===== config.mk =====
export PLATFORM = sky130hd
export DESIGN_NAME = ghost_ai_modal
export DESIGN_NICKNAME = d
export VERILOG_FILES = /design/src/rtl/ghost_ai_modal.sv
export SDC_FILE = /design/constraint.sdc
export NUM_CORES = 1
export LEC_CHECK = 0
export CORE_MARGIN = 8
export CORE_UTILIZATION = 60
export CTS_CLUSTER_DIAMETER = 80
export DETAILED_ROUTE_END_ITERATION = 10
export PLACE_DENSITY = 0.89
export SYNTH_ARGS = -nofsm -noshare
export SYNTH_HDL_FRONTEND = slang
export SYNTH_SLANG_ARGS = --single-unit

===== constraint.sdc =====
create_clock -name clk_25mhz -period 7.75 [get_ports clk_25mhz]
set_input_delay 1.55 -clock clk_25mhz [delete_from_list [all_inputs] [get_ports clk_25mhz]]
set_output_delay 1.55 -clock clk_25mhz [all_outputs]
set_load 0.05 [all_outputs]

===== src/rtl/ghost_ai_modal.sv =====
// ghost_ai_modal: steering for one ghost. A scatter/chase/frightened mode
// sequencer picks a target tile. A two-cycle decision pipeline, started by
// tick, turns that target into one legal one-hot direction request.
module ghost_ai_modal #(
   parameter int         X_W            = 6,
   parameter int         Y_W            = 5,
   parameter int         SCATTER_X      = 0,
   parameter int         SCATTER_Y      = 0,
   parameter int         TARGET_AHEAD   = 0,
   parameter int         SCATTER_TICKS  = 420,
   parameter int         CHASE_TICKS    = 1200,
   parameter int         SCATTER_ROUNDS = 3,
   parameter int         FRIGHT_TICKS   = 360,
   parameter logic [7:0] LFSR_SEED      = 8'hA5
) (
   input  logic           clk_25mhz,
   input  logic           reset,
   input  logic           tick,
   input  logic           energizer,
   input  logic [X_W-1:0] GhostPosition_x,
   input  logic [Y_W-1:0] GhostPosition_y,
   input  logic [X_W-1:0] PacManPosition_x,
   input  logic [Y_W-1:0] PacManPosition_y,
   input  logic [3:0]     PacManDirection,
   input  logic [3:0]     validDirection,
   input  logic [3:0]     GhostDirActual,
   output logic [3:0]     GhostDirection,
   output logic [1:0]     mode
);

   localparam int D_W    = X_W + Y_W + 1;
   localparam int T_MAX1 = (SCATTER_TICKS > CHASE_TICKS) ? SCATTER_TICKS : CHASE_TICKS;
   localparam int T_MAX  = (T_MAX1 > FRIGHT_TICKS) ? T_MAX1 : FRIGHT_TICKS;
   localparam int CNT_W  = $clog2(T_MAX + 1);
   localparam int SX_W   = X_W + 4;
   localparam int SY_W   = Y_W + 4;

   localparam logic [CNT_W-1:0]       SC_LAST  = CNT_W'(SCATTER_TICKS - 1);
   localparam logic [CNT_W-1:0]       CH_LAST  = CNT_W'(CHASE_TICKS - 1);
   localparam logic [CNT_W-1:0]       FR_LAST  = CNT_W'(FRIGHT_TICKS - 1);
   localparam logic [2:0]             ROUNDS   = 3'(SCATTER_ROUNDS);
   localparam logic signed [SX_W-1:0] X_MAX    = SX_W'((1 << X_W) - 1);
   localparam logic signed [SY_W-1:0] Y_MAX    = SY_W'((1 << Y_W) - 1);
   localparam logic signed [SX_W-1:0] X_AHEAD  = SX_W'(TARGET_AHEAD);
   localparam logic signed [SY_W-1:0] Y_AHEAD  = SY_W'(TARGET_AHEAD);

   typedef enum logic [1:0] {
      M_SCATTER = 2'd0,
      M_CHASE   = 2'd1,
      M_FRIGHT  = 2'd2
   } mode_e;

   // left<->right, up<->down
   function automatic logic [3:0] rev_dir(input logic [3:0] d);
      return {d[2], d[3], d[0], d[1]};
   endfunction

   function automatic logic one_hot(input logic [3:0] d);
      return (d != 4'b0000) && ((d & (d - 4'b0001)) == 4'b0000);
   endfunction

   function automatic logic [X_W-1:0] clamp_x(input logic signed [SX_W-1:0] v);
      if (v[SX_W-1])      return '0;
      else if (v > X_MAX) return '1;
      else                return v[X_W-1:0];
   endfunction

   function automatic logic [Y_W-1:0] clamp_y(input logic signed [SY_W-1:0] v);
      if (v[SY_W-1])      return '0;
      else if (v > Y_MAX) return '1;
      else                return v[Y_W-1:0];
   endfunction

   function automatic logic [D_W-1:0] manhattan(input logic [X_W-1:0] ax, input logic [X_W-1:0] bx,
                                                input logic [Y_W-1:0] ay, input logic [Y_W-1:0] by);
      logic [X_W-1:0] dx;
      logic [Y_W-1:0] dy;
      dx = (ax > bx) ? (ax - bx) : (bx - ax);
      dy = (ay > by) ? (ay - by) : (by - ay);
      return D_W'(dx) + D_W'(dy);
   endfunction

   // Tie-break order for equal distances: up, left, down, right
   function automatic logic [1:0] prio(input int k);
      case (k)
         0:       return 2'd2;
         1:       return 2'd0;
         2:       return 2'd3;
         default: return 2'd1;
      endcase
   endfunction

   mode_e            mode_q, mode_d, saved_mode_q, saved_mode_d;
   logic [CNT_W-1:0] cnt_q, cnt_d, saved_cnt_q, saved_cnt_d;
   logic [2:0]       round_q, round_d;
   logic             rev_pend_q, rev_pend_d, rev_set, rev_clr;
   logic [7:0]       lfsr_q, lfsr_d;
   logic [3:0]       last_dir_q, last_dir_d;
   logic [3:0]       dir_q, dir_d;
   logic             vld_p1_q;

   logic signed [SX_W-1:0] ax_s;
   logic signed [SY_W-1:0] ay_s;
   logic [X_W-1:0]         tgt_x, nl_x, nr_x;
   logic [Y_W-1:0]         tgt_y, nu_y, nd_y;
   logic [D_W-1:0]         dist_d [4];
   logic [D_W-1:0]         dist_p1_q [4];
   logic                   fright_p1_q;
   logic [1:0]             idx_p1_q;

   logic [3:0] cand;
   logic [1:0] idx, pick;
   logic       found;
   logic       fire;

   assign mode           = mode_q;
   assign GhostDirection = dir_q;

   assign last_dir_d = one_hot(GhostDirActual) ? GhostDirActual : last_dir_q;
   assign lfsr_d     = tick ? {lfsr_q[6:0], lfsr_q[7] ^ lfsr_q[5] ^ lfsr_q[4] ^ lfsr_q[3]} : lfsr_q;
   assign rev_pend_d = rev_set | (rev_pend_q & ~rev_clr);
   // A newer tick in the same cycle supersedes the decision in flight
   assign fire       = vld_p1_q & ~tick;

   // Control state: mode sequencer, reverse flag, LFSR, direction history, pipeline valid, output
   always_ff @(posedge clk_25mhz) begin
      if (reset) begin
         mode_q       <= M_SCATTER;
         cnt_q        <= '0;
         round_q      <= '0;
         saved_mode_q <= M_SCATTER;
         saved_cnt_q  <= '0;
         rev_pend_q   <= 1'b0;
         lfsr_q       <= LFSR_SEED;
         last_dir_q   <= 4'b0001;
         dir_q        <= 4'b0000;
         vld_p1_q     <= 1'b0;
      end else begin
         mode_q       <= mode_d;
         cnt_q        <= cnt_d;
         round_q      <= round_d;
         saved_mode_q <= saved_mode_d;
         saved_cnt_q  <= saved_cnt_d;
         rev_pend_q   <= rev_pend_d;
         lfsr_q       <= lfsr_d;
         last_dir_q   <= last_dir_d;
         dir_q        <= dir_d;
         vld_p1_q     <= tick;
      end
   end

   // Mode sequencer next state; energizer overrides the tick step of the same cycle
   always_comb begin
      mode_d       = mode_q;
      cnt_d        = cnt_q;
      round_d      = round_q;
      saved_mode_d = saved_mode_q;
      saved_cnt_d  = saved_cnt_q;
      rev_set      = 1'b0;
      if (energizer) begin
         cnt_d = '0;
         if (mode_q != M_FRIGHT) begin
            saved_mode_d = mode_q;
            saved_cnt_d  = cnt_q;
            mode_d       = M_FRIGHT;
            rev_set      = 1'b1;
         end
      end else if (tick) begin
         case (mode_q)
            M_SCATTER: begin
               if (cnt_q == SC_LAST) begin
                  mode_d  = M_CHASE;
                  cnt_d   = '0;
                  round_d = (round_q == 3'd7) ? round_q : round_q + 3'd1;
                  rev_set = 1'b1;
               end else begin
                  cnt_d = cnt_q + CNT_W'(1);
               end
            end
            M_CHASE: begin
               if (cnt_q == CH_LAST) begin
                  if (round_q < ROUNDS) begin
                     mode_d  = M_SCATTER;
                     cnt_d   = '0;
                     rev_set = 1'b1;
                  end
               end else begin
                  cnt_d = cnt_q + CNT_W'(1);
               end
            end
            M_FRIGHT: begin
               if (cnt_q == FR_LAST) begin
                  mode_d = saved_mode_q;
                  cnt_d  = saved_cnt_q;
               end else begin
                  cnt_d = cnt_q + CNT_W'(1);
               end
            end
            default: begin
               mode_d = M_SCATTER;
               cnt_d  = '0;
            end
         endcase
      end
   end

   // Target tile and neighbour distances for the current mode
   always_comb begin
      ax_s = $signed({4'b0000, PacManPosition_x});
      ay_s = $signed({4'b0000, PacManPosition_y});
      case (PacManDirection)
         4'b0001: ax_s = ax_s - X_AHEAD;
         4'b0010: ax_s = ax_s + X_AHEAD;
         4'b0100: ay_s = ay_s - Y_AHEAD;
         4'b1000: ay_s = ay_s + Y_AHEAD;
         default: ;
      endcase
      if (mode_q == M_SCATTER) begin
         tgt_x = X_W'(SCATTER_X);
         tgt_y = Y_W'(SCATTER_Y);
      end else begin
         tgt_x = clamp_x(ax_s);
         tgt_y = clamp_y(ay_s);
      end
      dist_d[0] = manhattan(nl_x, tgt_x, GhostPosition_y, tgt_y);
      dist_d[1] = manhattan(nr_x, tgt_x, GhostPosition_y, tgt_y);
      dist_d[2] = manhattan(GhostPosition_x, tgt_x, nu_y, tgt_y);
      dist_d[3] = manhattan(GhostPosition_x, tgt_x, nd_y, tgt_y);
   end

   // Neighbour tiles wrap around the maze edge (tunnel)
   assign nl_x = GhostPosition_x - X_W'(1);
   assign nr_x = GhostPosition_x + X_W'(1);
   assign nu_y = GhostPosition_y - Y_W'(1);
   assign nd_y = GhostPosition_y + Y_W'(1);

   // Stage 1: capture distances, decision mode and the pre-shift LFSR start index
   always_ff @(posedge clk_25mhz) begin
      if (tick) begin
         dist_p1_q   <= dist_d;
         fright_p1_q <= (mode_q == M_FRIGHT);
         idx_p1_q    <= lfsr_q[1:0];
      end
   end

   // Stage 2: pick the steering direction from the captured distances
   always_comb begin
      dir_d   = dir_q;
      rev_clr = 1'b0;
      cand    = validDirection & ~rev_dir(last_dir_q);
      idx     = 2'd0;
      pick    = 2'd0;
      found   = 1'b0;
      if (fire) begin
         if (validDirection == 4'b0000) begin
            dir_d = 4'b0000;
         end else if (one_hot(validDirection)) begin
            dir_d = validDirection;
         end else if (rev_pend_q && ((validDirection & rev_dir(last_dir_q)) != 4'b0000)) begin
            dir_d   = rev_dir(last_dir_q);
            rev_clr = 1'b1;
         end else begin
            rev_clr = 1'b1;
            if (fright_p1_q) begin
               for (int k = 0; k < 4; k++) begin
                  idx = idx_p1_q + 2'(k);
                  if (!found && cand[idx]) begin
                     found = 1'b1;
                     pick  = idx;
                  end
               end
            end else begin
               for (int k = 0; k < 4; k++) begin
                  idx = prio(k);
                  if (cand[idx] && (!found || (dist_p1_q[idx] < dist_p1_q[pick]))) begin
                     found = 1'b1;
                     pick  = idx;
                  end
               end
            end
            dir_d = found ? (4'b0001 << pick) : 4'b0000;
         end
      end
   end

endmodule


# After elaboration in Yosys (flattened, before gate mapping)
# Index checks and enable logic that the tools add are counted.
# W data, S select, Z words.
dict set report totals {
  in_bits 38
  output_inout_bits 6
  elab_cells 297
  register_bits 98
}
dict set report op_classes {
  n_eq_ne 13
  addsub 27
  mux 162
  reduce_logical 31
  n_shift 1
  bitwise 21
  magnitude_cmp 26
}
# operator count
set ops {}
lappend ops {{$bmux W12 S2} 6}
lappend ops {{$mux W12} 12}
lappend ops {{$mux W2} 55}
lappend ops {{$mux W1} 60}
lappend ops {{$mux W11} 4}
lappend ops {{$lt A12 B12 Y1} 3}
lappend ops {{$sub A6 B6 Y6} 6}
lappend ops {{$pmux W11 S3} 1}
lappend ops {{$mux W6} 5}
lappend ops {{$sub A5 B5 Y5} 6}
lappend ops {{$add A6 B5 Y7} 4}
lappend ops {{$mux W5} 5}
lappend ops {{$lt A2 B3 Y1 const B} 8}
lappend ops {{$eq A11 B9 Y1 const B} 2}
lappend ops {{$ge A3 B3 Y1 const B} 6}
lappend ops {{$gt A6 B6 Y1} 3}
lappend ops {{$not A2 Y3} 6}
lappend ops {{$and A4 B4 Y4} 4}
lappend ops {{$bmux W1 S2} 8}
lappend ops {{$mux W4} 4}
lappend ops {{$gt A5 B5 Y1} 3}
lappend ops {{$ne A3 B3 Y1 const B} 5}
lappend ops {{$logic_not A4 Y1} 3}
lappend ops {{$reduce_bool A4 Y1} 3}
lappend ops {{other kinds (35)} 59}

# Logic depth before layout (Yosys ltp)
# Gate-level depths: netlist of run 1.
dict set report logic_depth {
  depth_word 59
  ltp_mapped 26
  mapped_depth_nobuf 23
}

# Least setup slack after synthesis of run 1
# No wires, ideal clock.
dict set report synth_timing {
  path_type {input-to-reg}
  startpoint {input port validDirection[2]}
  endpoint {register dir_q[3] (netlist: GhostDirection[3])}
  slack_ns 1.500
  cell_stages 25
  path_buffers 3
  arrival_time_ns 6.128
  setup_time_ns 0.122
  required_ns 7.628
  cell_sequence {nor2b_1 -> buf_4 -> mux2i_1 -> ha_1 -> a211o_1 -> a31oi_1 -> o31a_1 -> buf_2 -> mux2i_1 -> ha_1 -> o21ai_0 -> a221oi_2 -> o2111ai_1 -> a21oi_1 -> a211o_1 -> clkbuf_1 -> o21ai_0 -> ha_1 -> a211o_1 -> nand3b_1 -> a21oi_1 -> a211o_1 -> a21oi_1 -> nor2b_1 -> a221o_1}
}
dict set report synth_between {
  elab_chain_len 53
}
# item line
set synth_rtl {}
lappend synth_rtl {{start, declared} 25} ;# input logic [3:0] validDirection,
lappend synth_rtl {{$and A4 B4 Y4} 250} ;# cand = validDirection & ~rev_dir(last_dir_q);
lappend synth_rtl {{$bmux W1 S2} 275} ;# if (cand[idx] && (!found || (dist_p1_q[idx] < dist_p1_q[pick]))) begin
lappend synth_rtl {{$mux W1 (not written as such)} 275}
lappend synth_rtl {{$mux W2} 275}
lappend synth_rtl {{$mux W2} 264} ;# if (fright_p1_q) begin
lappend synth_rtl {{$mux W2} 259} ;# end else if (rev_pend_q && ((validDirection & rev_dir(last_dir_q)) != 4'b0000)) begin
lappend synth_rtl {{$mux W2} 257} ;# end else if (one_hot(validDirection)) begin
lappend synth_rtl {{$mux W2} 255} ;# if (validDirection == 4'b0000) begin
lappend synth_rtl {{(+37 left out)} -}
lappend synth_rtl {{$mux W2} 257}
lappend synth_rtl {{$mux W2} 255}
lappend synth_rtl {{$mux W2} 254} ;# if (fire) begin
lappend synth_rtl {{$shl A1 B2 Y4} 281} ;# dir_d = found ? (4'b0001 << pick) : 4'b0000;
lappend synth_rtl {{$mux W4} 281}
lappend synth_rtl {{$mux W4} 259}
lappend synth_rtl {{$mux W4} 257}
lappend synth_rtl {{$mux W4 *} 255}
lappend synth_rtl {{end signal, assigned} 147} ;# dir_q <= dir_d;
lappend synth_rtl {{end, declared} 99} ;# logic [3:0] dir_q, dir_d;
# Every way passes the cells marked *; elsewhere a longest branch is shown, timed or not. The select of a mux whose other input is x is not followed.
# A chain may end at the register's enable or synchronous reset.

# Worst setup path after layout of run 1
# Same ends and word-level chain as after synthesis.

==> impl_results.md, run 1 <==
* Mapped Nets at 1059
* Endpoints failing hold at 0
* Reg2reg end: GhostDirection[3]$_SDFFE_PP0P_
* Critical Path, Cell by Cell: clkdlybuf4s50_1 > nor2b_1 > mux2i_1 > ha_1 > a211o_1 > a31oi_1 > o31a_2 > mux2i_1 > ha_1 > o21ai_0 > a221oi_2 > o2111ai_1 > a21oi_1 > a211o_1 > o21ai_0 > ha_1 > a211o_1 > nand3b_1 > a21oi_1 > a211o_1 > a21oi_1 > nor2b_1 > a221o_1
* Util after Layout at 0.673
* Power share of the clock group at 0.177
* CTS clk-pin slew, worst paths at 0.06 ns
* Reg2Reg Setup Slack at 1.98 ns
* First-pass DRT Iterations at 6
* GP Congestion at ~0.91
* Sequential Power Share at 0.256
* Simple-gate share of the synthesized area at 0.169
* Initial core utilization at 0.610
* Worst Hold Endpoint: saved_cnt_q[3]$_SDFFE_PP0P_
* Vias in the first global route at 6424
* GR Overflow Total at 0
* WL per Instance at 15.7 µm
* Layout cells sized above 1 at 0.0568
* Most frequent cells in the layout: 100 x ha_1, 79 x a21oi_1, 77 x nand2_1
* Sw Share at 0.415
* Hold WS at 0.456 ns
* Worst Path Required at 7.98 ns
* Worst slew pin tran at roughly 0.80 ns
* H-Tree Depth at 3
* Gr usage total at 0.215
* Later-pin clock latency in the skew report at about 0.35 ns
* Final wirelength at ~17 mm
* TritonCTS Sinks at 76
* Global-route wire length before repair at 29.5 mm
* Max clock buf depth at 2
* Power Dens Cells at 280 nW/µm²
* Post-CTS sizing at 0
* Mapped Cells at between 900 and 1000
* Hold path startpoint: saved_cnt_q[3]$_SDFFE_PP0P_
* Compound-Gate Fraction of Synth Area at 0.213
* WS Path Type: input pin to register
* CP Capture Type: register
* Top-level port count at between 40 and 50
* Post-DP Area at 8160 µm²
* Clock Tree Root: clkbuf_16
* Nets at between 1000 and 1500
* Post-CTS Setup Bufs at 0
* RSZ-0062 raised after global routing: no
* Die H at about 130 µm
* Leak at 3.70 nW
* Number of flops mapped to enable cells by yosys at 29
* Final setup viols at 0
* Most common cell after layout, fill and taps aside: ha_1
* Status: finished, final reports clean
* Final worst-path cycle share at 0.916
* Chip width at about 130 µm
* IO buf count at 39
* CTS tree: yes
* Iteration-0 DRC Markers at 549
* N_diodes at 0
* Clk_skew at between 0.006 and 0.007 ns
* Area Growth Syn to Fin at 10.4%
* Async SR Flop Fraction at 0
* Post-synthesis adder-cell area fraction at 0.208
* Setup TNS at 0 ns
* FILL cells at about 960
* #FFs+latches synth at 76
* Register Area at between 1500 and 2000 µm²
* CP peak stage delay at 0.48 ns
* Largest net degree at the start of global routing at 41
* Cell-internal power at roughly 1.4 mW
* Seq/Total Area, Yosys at 0.236
* P_sw at 0.984 mW
* Fin area at 8460 µm²
* Final Critical Period at 7.10 ns
* Most frequent CP cell: a211o_1
* F_max at around 0.14 GHz
* Synth Warn # at 0
* Synth Area in XOR/XNOR at 0.0591
* Post-DR vias/cell at between 5 and 6
* DPL Wire Length at 13.2 mm
* Post-Syn Area at between 7000 and 8000 µm²
* Core Area at between 10000 and 15000 µm²
* Hold-critical path depth at 2
* VDD IR max at between 100 and 150 µV
* Drt drc at 0
* CP arrival at about 7.3 ns
* Rows at between 40 and 50
* Total CTS buffers at 9
* Antenna viol nets, final at 0
* Antenna violations before repair at 0
* Largest family of logic cells by synthesized area: compound AO/OA/AOI/OAI gates
* Worst flop-to-flop path startpoint: last_dir_q[3]$_SDFFE_PP0P_
* Max-slew violations at 0
* Mapped Avg Cell Area at 8.47 µm²
* Gate power share at 0.567
* Die area at 16600 µm²
* Max-capacitance violation count at 0
* Startpoint class of the critical path: input pin
* Max Fanout on Critical Path at 14
* Hold-fix buffers, CTS at 0
* Relative slew slack at 0.466
* Via count at 6614
* Multiplexer share of the synthesized area at 0.0596
* Worst-case reg-to-reg path depth at 22
* Slowest-stage cell, CP: clkdlybuf4s50_1
* Ys flop type: dfxtp_1
* Multi-input combinational cell area at between 5000 and 6000 µm²
* Class of the worst hold path: register to register
* Yosys cell types at a little over 80
[kinds of logic (layout without fill, tap and decap cells)]
family                     Yosys count  in the layout
muxes                               43             43
buffers and inverters              108            136
AOI/OAI and AO/OA                  249            249
DFF                                 76             76
and+or+nand+nor                    261            261
adders and majority gates          118            118
xor gates and xnor gates            50             50
[power groups by stage]
stage	registers (mW)	logic, mW	clock network [mW]
CTS	0.606	1.34	0.424
global route	0.615	1.50	0.441
detailed placement	0.614	1.32	0
finish	0.607	1.34	0.421
global placement	0.612	1.25	0
floorplan	0.596	1.04	0
[critical path, delay by kind of cell]
| kind | cells | cell delay (ns) |
|---|---|---|
| buf+inv | 1 | 0.48 |
| compound gates | 14 | 3.17 |
| mux | 2 | 0.57 |
| simple gates | 3 | 0.73 |
| fa+ha+maj | 3 | 0.83 |
[cell usage after synthesis, types with 3 or more instances]
cell | count | area, µm²
o21bai_1 | 12 | 90.1
mux2_2 | 9 | 101
nor4_1 | 6 | 37.5
dfxtp_1 | 47 | 941
nand3_1 | 21 | 105
ha_1 | 100 | 1250
a211o_1 | 8 | 70.1
inv_1 | 75 | 282
o21ai_0 | 55 | 275
nor3b_1 | 5 | 37.5
xnor2_1 | 32 | 280
fa_1 | 16 | 320
a21oi_1 | 79 | 395
a31oi_1 | 9 | 56.3
o31a_1 | 4 | 35.0
or2_2 | 4 | 25.0
mux2_4 | 3 | 45.0
nand3b_1 | 9 | 67.6
nand4_1 | 6 | 37.5
edfxtp_1 | 29 | 871
buf_1 | 3 | 11.3
buf_2 | 6 | 30.0
xor2_1 | 17 | 149
a21o_1 | 15 | 113
a21boi_0 | 3 | 22.5
o31ai_1 | 5 | 37.5
nand2b_1 | 11 | 68.8
o211ai_1 | 3 | 22.5
a211oi_1 | 6 | 45.0
mux2i_1 | 31 | 310
o21a_1 | 6 | 45.0
a22oi_1 | 5 | 37.5
nor2_1 | 59 | 221
nor3_1 | 21 | 105
and3_1 | 8 | 50.1
clkbuf_1 | 20 | 75.1
nand2_1 | 77 | 289
nor2b_1 | 18 | 113
and2_1 | 5 | 31.3
[through the flow]
stage,setup slack (ns),instances,power (mW)
6_report,0.649,1105,2.37
5_1_grt,0.153,1105,2.56
4_1_cts,0.513,1105,2.37
3_5_place_dp,0.270,1089,1.93
3_3_place_gp,0.434,1089,1.87
2_1_floorplan,1.50,905,1.64
[worst max path at each step]
stage / startpoint / to / depth (start not counted)
finish: validDirection[2] / GhostDirection[3]$_SDFFE_PP0P_ / 23
detailed placement: validDirection[2] / GhostDirection[3]$_SDFFE_PP0P_ / 23
global route: validDirection[2] / GhostDirection[3]$_SDFFE_PP0P_ / 24
floorplan: validDirection[2] / GhostDirection[3]$_SDFFE_PP0P_ / 25
global placement: validDirection[2] / GhostDirection[3]$_SDFFE_PP0P_ / 23
CTS: validDirection[2] / GhostDirection[3]$_SDFFE_PP0P_ / 23
[routing by layer]
metal  vias to the layer above  part of all wire  global-route usage
met3                        34             0.056              0.0403
met5                         -                 0                   0
met4                         0             0.023              0.0829
met1                      3086              0.43               0.255
met2                       197              0.49               0.377
li1                       3297                 -                   -
[layout make-up]
type,count,share of cell area
multi-input combinational,721,0.641
sequential,76,0.214
timing repair buffer,44,0.0500
inverter,76,0.0337
clock buffer,10,0.0296
tap,172,0.0254
clock inverter,6,0.00591
[state kept, by name, indices dropped and copies added (netlist names), 3 cells and up]
| signal | cells |
|---|---|
| last_dir_q | 4 |
| dist_p1_q | 26 |
| GhostDirection | 4 |
| saved_cnt_q | 11 |
| lfsr_q | 8 |
| cnt_q | 11 |
| round_q | 3 |
Note: power is estimated with default switching activity, not from simulation.
==> run 2, diff against run 1 <==
==> constraint.sdc (replaced) <==
create_clock -name clk_25mhz -period 7.27 [get_ports clk_25mhz]
set_input_delay 1.454 -clock clk_25mhz [delete_from_list [all_inputs] [get_ports clk_25mhz]]
set_output_delay 1.454 -clock clk_25mhz [all_outputs]
set_load 0.05 [all_outputs]
==> run 2 against run 1 <==
  * Power grew 7.2%
  * Sequential cell count stayed put
  * Via count increased by 0.68%
  * Hold slack better by 0.0027 ns
  * Largest cell class unchanged
  * First-iteration DRC count shrank 20%
  * Largest power group unchanged
  * Worst setup slack got worse by 0.071 ns
  * Routed wire length is 0.30% lower
  * Clock skew up 0.0011 ns
  * Final cell count hardly changed
  * Die area unchanged
  * Highest routed layer unchanged
==> impl_results.md, run 2 (synthesized netlist as in run 1, its figures left out) <==
* Status: finished, final reports clean
* Max-capacitance violation count at 0
* Vias in the first global route at between 6000 and 7000
* First-pass DRT Iterations at 7
* Antenna violations before repair at 0
* Die area at between 15000 and 20000 µm²
* Most common cell after layout, fill and taps aside: ha_1
* Rows at 41
* N_diodes at 0
* GR Overflow Total at 0
* Later-pin clock latency in the skew report at between 0.3 and 0.4 ns
* Power Dens Cells at approximately 300 nW/µm²
* H-Tree Depth at 3
* Endpoints failing hold at 0
* Max clock buf depth at 2
* Most frequent cells in the layout: 100 x ha_1, 79 x a21oi_1, 77 x nand2_1
* Worst Path Required at between 7 and 8 ns
* Nets at roughly 1100
* Post-CTS sizing at 0
* Total CTS buffers at 9
* Max-slew violations at 0
* GP Congestion at approximately 0.92
* Pre-CTS WS at 0.256 ns
* Final setup viols at 0
* Layout cells sized above 1 at 0.0567
* WL per Instance at around 16 µm
* Via count at between 6000 and 7000
* Worst slew pin tran at 0.843 ns
* Largest net degree at the start of global routing at 41
* Final wirelength at 17.3 mm
* Final worst-path cycle share at 0.920
* Power Total at 2.54 mW
* Die H at approximately 130 µm
* Area Growth Syn to Fin at 10.8%
* Post-route setup slack at about 0.58 ns
* Max Fanout on Critical Path at 9
* RSZ-0062 raised after global routing: no
* Clock Tree Root: clkbuf_16
* VDD IR max at 130 µV
* F_max at 0.149 GHz
* WS Path Type: input pin to register
* Largest Register: dist_p1_q
* Relative slew slack at 0.436
* Global-route wire length before repair at about 30 mm
* TritonCTS Sinks at 76
* Util after Layout at 0.675
* Gr usage total at 0.216
* DPL Wire Length at around 14 mm
* CP arrival at between 6 and 7 ns
* Post-DR vias/cell at roughly 6
* Leak at 3.71 nW
* Iteration-0 DRC Markers at between 400 and 500
* Antenna viol nets, final at 0
* Initial core utilization at 0.610
* Clk_skew at between 0.007 and 0.008 ns
* Drt drc at 0
* Startpoint class of the critical path: input pin
* Hold-fix buffers, CTS at 0
* Top Registers: dist_p1_q x26, cnt_q x11, saved_cnt_q x11
* Top-level port count at 44
* CTS tree: yes
* Chip width at roughly 130 µm
* IO buf count at 39
* CTS clk-pin slew, worst paths at 0.06 ns
* Core Area at roughly 13000 µm²
* Class of the worst hold path: register to register
* Final Critical Period at between 6 and 7 ns
* Setup TNS at 0 ns
* CP Capture Type: register
* Post-CTS Setup Bufs at 0
* Max reg flops at 26
[run 2: critical path, cell delays in order]
cell and delay, ns:
clkdlybuf4s50_1 0.48, nor2b_1 0.22, mux2i_1 0.22, ha_1 0.27, a211o_1 0.30, a31oi_1 0.14, o31a_1 0.46, mux2i_1 0.35
ha_1 0.29, o21ai_0 0.21, a221oi_2 0.12, o2111ai_1 0.13, a21oi_1 0.06, a211o_1 0.32, buf_4 0.19, o21ai_0 0.28
ha_1 0.22, a211o_1 0.11, nand3b_1 0.10, a21oi_1 0.08, or2_2 0.28, o21bai_1 0.20, o21ai_1 0.14, a221o_1 0.30
[run 2: area by class of cell]
class | count | area, µm²
Multi-Input combinational cell | 721 | 5430
Fill cell | 987 | 4080
Sequential cell | 76 | 1810
Timing Repair Buffer | 45 | 430
Clock buffer | 12 | 289
Inverter | 76 | 285
Tap cell | 172 | 215
Clock inverter | 4 | 32.5
[run 2: per-stage QoR]
stage / instances / hold WS [ns] / area [µm²]
after CTS: 1106 / 0.456 / 8490
after global placement: 1090 / 0.437 / 8170
final: 1106 / 0.458 / 8490
after detailed placement: 1090 / 0.444 / 8170
after global routing: 1106 / 0.472 / 8490
after floorplan: 905 / 0.421 / 7660
[run 2: final timing paths]
check	from	end	slack [ns]	depth (start not counted)
worst min register to register	saved_cnt_q[5]$_SDFFE_PP0P_	saved_cnt_q[5]$_SDFFE_PP0P_	0.46	2
worst min-delay path	saved_cnt_q[5]$_SDFFE_PP0P_	saved_cnt_q[5]$_SDFFE_PP0P_	0.46	2
worst max-delay path	validDirection[2]	GhostDirection[3]$_SDFFE_PP0P_	0.58	24
worst max register to register	last_dir_q[3]$_SDFFE_PP0P_	GhostDirection[3]$_SDFFE_PP0P_	1.80	23
[run 2: power breakdown]
group          switching (mW)  internal (mW)
sequential             0.0638          0.587
clock                   0.184          0.285
combinational           0.786          0.637
total                    1.03           1.51
[run 2: routing by layer]
layer | vias to the layer above | global-route usage | wire, µm
met2 | 213 | 0.374 | 8440
met5 | - | 0 | 0
li1 | 3294 | - | -
met3 | 35 | 0.0407 | 1050
met1 | 3117 | 0.257 | 7460
met4 | 0 | 0.0926 | 392
